$ cat config.mk
export PLATFORM = sky130hd
export DESIGN_NAME = fifo_param
export DESIGN_NICKNAME = d
export VERILOG_FILES = /design/src/rtl/fifo_pkg.sv /design/src/rtl/dual_port_memory.sv /design/src/rtl/fifo_param.sv
export SDC_FILE = /design/constraint.sdc
export NUM_CORES = 1
export LEC_CHECK = 0
export ABC_AREA = 0
export CAP_MARGIN = 20
export CORE_MARGIN = 1.5
export CORE_UTILIZATION = 23
export DETAILED_ROUTE_END_ITERATION = 16
export GPL_TIMING_DRIVEN = 0
export HOLD_SLACK_MARGIN = 0.15
export PLACE_DENSITY = 0.42
export SYNTH_ARGS = -nofsm -noshare
export SYNTH_HDL_FRONTEND = slang
export SYNTH_SLANG_ARGS = --single-unit
$ cat constraint.sdc
create_clock -name clk -period 2.8 [get_ports clk]
set_input_delay 0.56 -clock clk [delete_from_list [all_inputs] [get_ports clk]]
set_output_delay 0.56 -clock clk [all_outputs]
set_load 0.05 [all_outputs]
$ cat src/rtl/fifo_pkg.sv
`default_nettype none
// ============================================================================
// Module      : fifo_pkg
// Description : Shared defaults and depth helper for the parametrised lane FIFO.
// Revision    : 1.0 - initial release
// ============================================================================
package fifo_pkg;

    localparam int DEF_DATA_WIDTH = 6;
    localparam int DEF_ADDR_WIDTH = 2;

    function automatic int fifo_depth(input int addr_width);
        return 1 << addr_width;
    endfunction

    // Suggested power-on thresholds for integrators driving AE_thr/AF_thr.
    localparam int DEF_AE_THR = 1;
    localparam int DEF_AF_THR = fifo_depth(DEF_ADDR_WIDTH) - 1;

endpackage
`default_nettype wire

$ cat src/rtl/dual_port_memory.sv
`default_nettype none
// ============================================================================
// Module      : dual_port_memory
// Description : Storage array with synchronous write and registered read.
// Revision    : 1.0 - initial release
// ============================================================================
module dual_port_memory #(
    parameter int DATA_WIDTH = 6,
    parameter int ADDR_WIDTH = 2
) (
    input  logic                  clk,
    input  logic                  i_reset_L,
    input  logic                  i_wr_en,
    input  logic [ADDR_WIDTH-1:0] i_wr_addr,
    input  logic [DATA_WIDTH-1:0] i_wr_data,
    input  logic                  i_rd_en,
    input  logic [ADDR_WIDTH-1:0] i_rd_addr,
    output logic [DATA_WIDTH-1:0] o_rd_data
);

    localparam int c_DEPTH = 1 << ADDR_WIDTH;

    logic [DATA_WIDTH-1:0] r_mem [c_DEPTH];
    logic [DATA_WIDTH-1:0] r_rd_data;

    // Array carries no reset; stale words are unreachable once pointers reset.
    always_ff @(posedge clk) begin
        if (i_wr_en) begin
            r_mem[i_wr_addr] <= i_wr_data;
        end
    end

    always_ff @(posedge clk) begin
        if (!i_reset_L) begin
            r_rd_data <= '0;
        end else if (i_rd_en) begin
            r_rd_data <= r_mem[i_rd_addr];
        end
    end

    assign o_rd_data = r_rd_data;

endmodule
`default_nettype wire

$ cat src/rtl/fifo_param.sv
`default_nettype none
// ============================================================================
// Module      : fifo_param
// Description : Parametrised synchronous FIFO controller with occupancy count,
//               programmable almost-empty/almost-full flags and error pulse.
// Revision    : 1.0 - initial release
// ============================================================================
module fifo_param
    import fifo_pkg::*;
#(
    parameter int DATA_WIDTH = DEF_DATA_WIDTH,
    parameter int ADDR_WIDTH = DEF_ADDR_WIDTH
) (
    input  logic                  clk,
    input  logic                  reset_L,
    input  logic                  push,
    input  logic                  pop,
    input  logic [DATA_WIDTH-1:0] Fifo_Data_in,
    input  logic [ADDR_WIDTH:0]   AE_thr,
    input  logic [ADDR_WIDTH:0]   AF_thr,
    output logic [DATA_WIDTH-1:0] Fifo_Data_out,
    output logic                  valid_out,
    output logic [ADDR_WIDTH:0]   Fifo_Count,
    output logic                  Fifo_Empty,
    output logic                  Fifo_Full,
    output logic                  Almost_Empty,
    output logic                  Almost_Full,
    output logic                  Pausa,
    output logic                  Error_Fifo
);

    localparam int                c_DEPTH    = fifo_depth(ADDR_WIDTH);
    localparam logic [ADDR_WIDTH:0] c_FULL_CNT = c_DEPTH[ADDR_WIDTH:0];

    logic [ADDR_WIDTH-1:0] r_wr_ptr;
    logic [ADDR_WIDTH-1:0] r_rd_ptr;
    logic [ADDR_WIDTH:0]   r_count;
    logic                  r_empty;
    logic                  r_full;
    logic                  r_almost_empty;
    logic                  r_almost_full;
    logic                  r_valid;
    logic                  r_error;

    logic                  w_push_ok;
    logic                  w_pop_ok;
    logic [ADDR_WIDTH:0]   w_next_count;

    assign w_push_ok    = push && !r_full;
    assign w_pop_ok     = pop  && !r_empty;
    assign w_next_count = r_count + {{ADDR_WIDTH{1'b0}}, w_push_ok}
                                  - {{ADDR_WIDTH{1'b0}}, w_pop_ok};

    always_ff @(posedge clk) begin
        if (!reset_L) begin
            r_wr_ptr       <= '0;
            r_rd_ptr       <= '0;
            r_count        <= '0;
            r_empty        <= 1'b1;
            r_full         <= 1'b0;
            r_almost_empty <= 1'b1;
            r_almost_full  <= 1'b0;
            r_valid        <= 1'b0;
            r_error        <= 1'b0;
        end else begin
            if (w_push_ok) begin
                r_wr_ptr <= r_wr_ptr + 1'b1;
            end
            if (w_pop_ok) begin
                r_rd_ptr <= r_rd_ptr + 1'b1;
            end
            // Flags look ahead at next_count so they move with the count itself.
            r_count        <= w_next_count;
            r_empty        <= (w_next_count == '0);
            r_full         <= (w_next_count == c_FULL_CNT);
            r_almost_empty <= (w_next_count <= AE_thr);
            r_almost_full  <= (w_next_count >= AF_thr);
            r_valid        <= w_pop_ok;
            r_error        <= (push && r_full) || (pop && r_empty);
        end
    end

    dual_port_memory #(
        .DATA_WIDTH (DATA_WIDTH),
        .ADDR_WIDTH (ADDR_WIDTH)
    ) u_mem (
        .clk       (clk),
        .i_reset_L (reset_L),
        .i_wr_en   (w_push_ok && reset_L),
        .i_wr_addr (r_wr_ptr),
        .i_wr_data (Fifo_Data_in),
        .i_rd_en   (w_pop_ok && reset_L),
        .i_rd_addr (r_rd_ptr),
        .o_rd_data (Fifo_Data_out)
    );

    assign valid_out    = r_valid;
    assign Fifo_Count   = r_count;
    assign Fifo_Empty   = r_empty;
    assign Fifo_Full    = r_full;
    assign Almost_Empty = r_almost_empty;
    assign Almost_Full  = r_almost_full;
    assign Pausa        = r_almost_full;
    assign Error_Fifo   = r_error;

endmodule
`default_nettype wire
==> summary.txt <==
Ys flop type - edfxtp_1
DRT Pass-1 Iters - 4
Initial DRC count - 36
CTS H-Tree Depth - 2
Starting Density - 24.2%
Hold Vio Cnt, Final - 0
Worst Path Required - 3.03 ns
Crit path DAT - 2.86 ns
Die area - 8280 um^2
Async SR Flop Fraction - 0%
Highest metal used - met4
Yosys top cell area share - 40.5%
Setup TNS Final - 0 ns
Seq/Total Area, Yosys - 61.8%
Port bufs - 31
RSZ-0062 raised after global routing - no
Max-Cap Viols - 0
Net Sw Frac - 38.1%
NumNets Final - 192
Core Box Area - 7370 um^2
Top-Level Pins - 32
Count of pins over their slew limit - 0
Final worst path period need - 2.64 ns
Combinational share of power - 46.3%
Syn_nets - 151
Register area - 1100 um^2
Layout cells sized above 1 - 18.0%
WL/cell - 13.3 um
Leak pwr - 0.867 nW
Period utilisation layout - 94.3%
Chip Height - 91.0 um
Peak supply drop - 0.000196 V
Ant. Diodes - 0
Power per cell area - 969 nW/um^2
Area contributors post-synth - edfxtp_1 40%, dfxtp_1 21%, mux4_2 7.6%
Largest net degree at the start of global routing - 15
Psw - 0.000877 W
Count leader, synth - edfxtp_1
Leading area contributor after synthesis - edfxtp_1
M1 WL - 1570 um
Die Width - 91.0 um
Placement Cell Area - 2210 um^2
Vias in the first global route - 1080
TritonCTS clock tree - yes
CP max FO - 3
Final worst clock skew - 0.00807 ns
Mapped cell area - 1780 um^2
Fill count - 757
Yosys warning total - 0
Initial antenna violation count - 0
Later-pin clock latency in the skew report - 0.29 ns
Post-DP HPWL - 2480 um
Clk pwr share - 16.8%
All-layer global routing usage - 9.33%
Mux cell area share after synthesis - 8.15%
Syn Area/Cell - 14.2 um^2
Worst slew pin tran - 0.516 ns
Simple-gate share of the synthesized area - 9.21%
Post-synthesis adder-cell area fraction - 7.45%
R2R cell count - 11
Area grow syn2layout - 33.2%
Crit path kind - input port to flip-flop
Routed vias/inst - 4.04
Syn Inst Count - 125
Post-route antenna net violation count - 0
Startpoint types - input port
Final Wtd Congestion - 0.731
First-pass GRT wire length - 5810 um
Status - finished clean
Site row count - 31
Crit. End Element - flip-flop
Hold crit path type - flip-flop to flip-flop
DR WL met3 - 132 um
Post-synthesis cell type count - 30
Clock-pin slew on the worst setup and hold paths - 0.08 ns
Hold Crit Depth - 2
Grt total ovfl - 0
CTS max path bufs - 2
Post-Synth XOR/XNOR Area - 3.87%
Clock tree sinks - 43
Total number of vias - 1074
Clock buffer count from CTS - 5
# DRC - 0
Multi-input gate area - 651 um^2
Fmax - 379 MHz
Final Cell Area - 2370 um^2
Met2 routed WL - 1780 um
Final wirelength - 3540 um
CTS Root Cell - clkbuf_8
Synthesized flop and latch total - 43
Rel. slew slack - 65.6%
Largest family of logic cells by synthesized area - simple AND/OR/NAND/NOR gates
Post-synth EDFFs - 24
Post-synth top cells - 24 x edfxtp_1, 19 x dfxtp_1, 9 x ha_1, 9 x inv_1, 8 x nor2_1
R2r setup slk - 0.51 ns
# setup viols final - 0
Power Internal - 0.00142 W
Share of power burned in registers - 36.8%
Post-synthesis compound-gate area fraction - 5.48%
-- cell type report --
type | instances | share of cell area [%]
buffer | 6 | 1.48
clock buffer | 5 | 2.90
clock inverter | 3 | 0.844
inverter | 9 | 1.42
multi-input combinational | 66 | 27.4
sequential | 43 | 46.4
tap | 99 | 5.22
timing repair buffer | 35 | 14.3
-- logic make-up (layout without fill, tap and decap cells) --
logic type                 after synthesis  count (layout)
buffers and inverters                   16              58
xor gates and xnor gates                 6               6
and+or+nand+nor                         31              31
adders and majority gates               10              10
muxes                                    7               7
DFF                                     43              43
AOI/OAI and AO/OA                       12              12
-- registers in the layout, indices dropped and copies added (netlist names) --
register	cells
u_mem.r_mem	24
u_mem.o_rd_data	6
Fifo_Count	3
r_rd_ptr	2
r_wr_ptr	2
Almost_Empty	1
Almost_Full	1
Error_Fifo	1
Fifo_Empty	1
Fifo_Full	1
valid_out	1
-- worst paths after layout --
check                startpoint                  to
max                        push        Almost_Empty
min          u_mem.o_rd_data[4]  u_mem.o_rd_data[4]
max reg2reg          Fifo_Empty        Almost_Empty
min reg2reg  u_mem.o_rd_data[4]  u_mem.o_rd_data[4]
-- power groups by stage --
stage	sequential (W)	clock, W	combinational, W
after CTS	0.000846	0.000403	0.00106
after global placement	0.000854	0	0.000967
after global routing	0.000859	0.000427	0.00116
final	0.000846	0.000387	0.00107
after detailed placement	0.000860	0	0.000991
after floorplan	0.00108	0	0.000475
-- stage by stage --
step / setup slack (ns) / hold slack [ns] / std cells / power (W) / utilization [%]
3_5_place_dp: -0.512 / 0.459 / 255 / 0.00185 / 30.1
4_1_cts: 0.00581 / 0.470 / 267 / 0.00231 / 31.9
5_1_grt: 0.0151 / 0.487 / 266 / 0.00244 / 32.2
2_1_floorplan: 0.248 / 0.514 / 125 / 0.00155 / -
6_report: 0.161 / 0.463 / 266 / 0.00230 / 32.2
3_3_place_gp: -0.446 / 0.454 / 255 / 0.00182 / 30.1
-- placed cells by master (no fill, tap or decap), types with 3 or more instances in the layout --
cell type / n
clkdlybuf4s50_1: 30
edfxtp_1: 24
dfxtp_1: 19
inv_1: 8
nor2_1: 8
buf_4: 7
nand2_1: 7
mux4_2: 6
o2bb2ai_1: 6
ha_1: 6
and3_1: 5
clkbuf_8: 5
nor2b_1: 3
-- what timing repair did --
item / CTS / global route
buffers inserted: 4 / 0
pin swaps: 5 / 4
setup endpoints to repair: 2 / 2
hold buffers: 0 / 0
gates resized for setup: 6 / 4
-- worst max-delay path, cell delays in order --
cell and delay [ns]:
clkdlybuf4s50_1 0.48, nor2b_4 0.18, xor2_2 0.14, ha_2 0.17, inv_1 0.04, fa_1 0.53, inv_2 0.08, ha_4 0.21
nor2b_1 0.12, o211ai_1 0.17, a2bb2oi_1 0.17
-- layer usage --
layer | track usage (%) | vias to the layer above
li1 | - | 525
met1 | 11.0 | 522
met2 | 15.4 | 21
met3 | 2.76 | 6
met4 | 4.69 | 0
met5 | 0 | -
No activity file was read; power rests on OpenSTA's default activity.
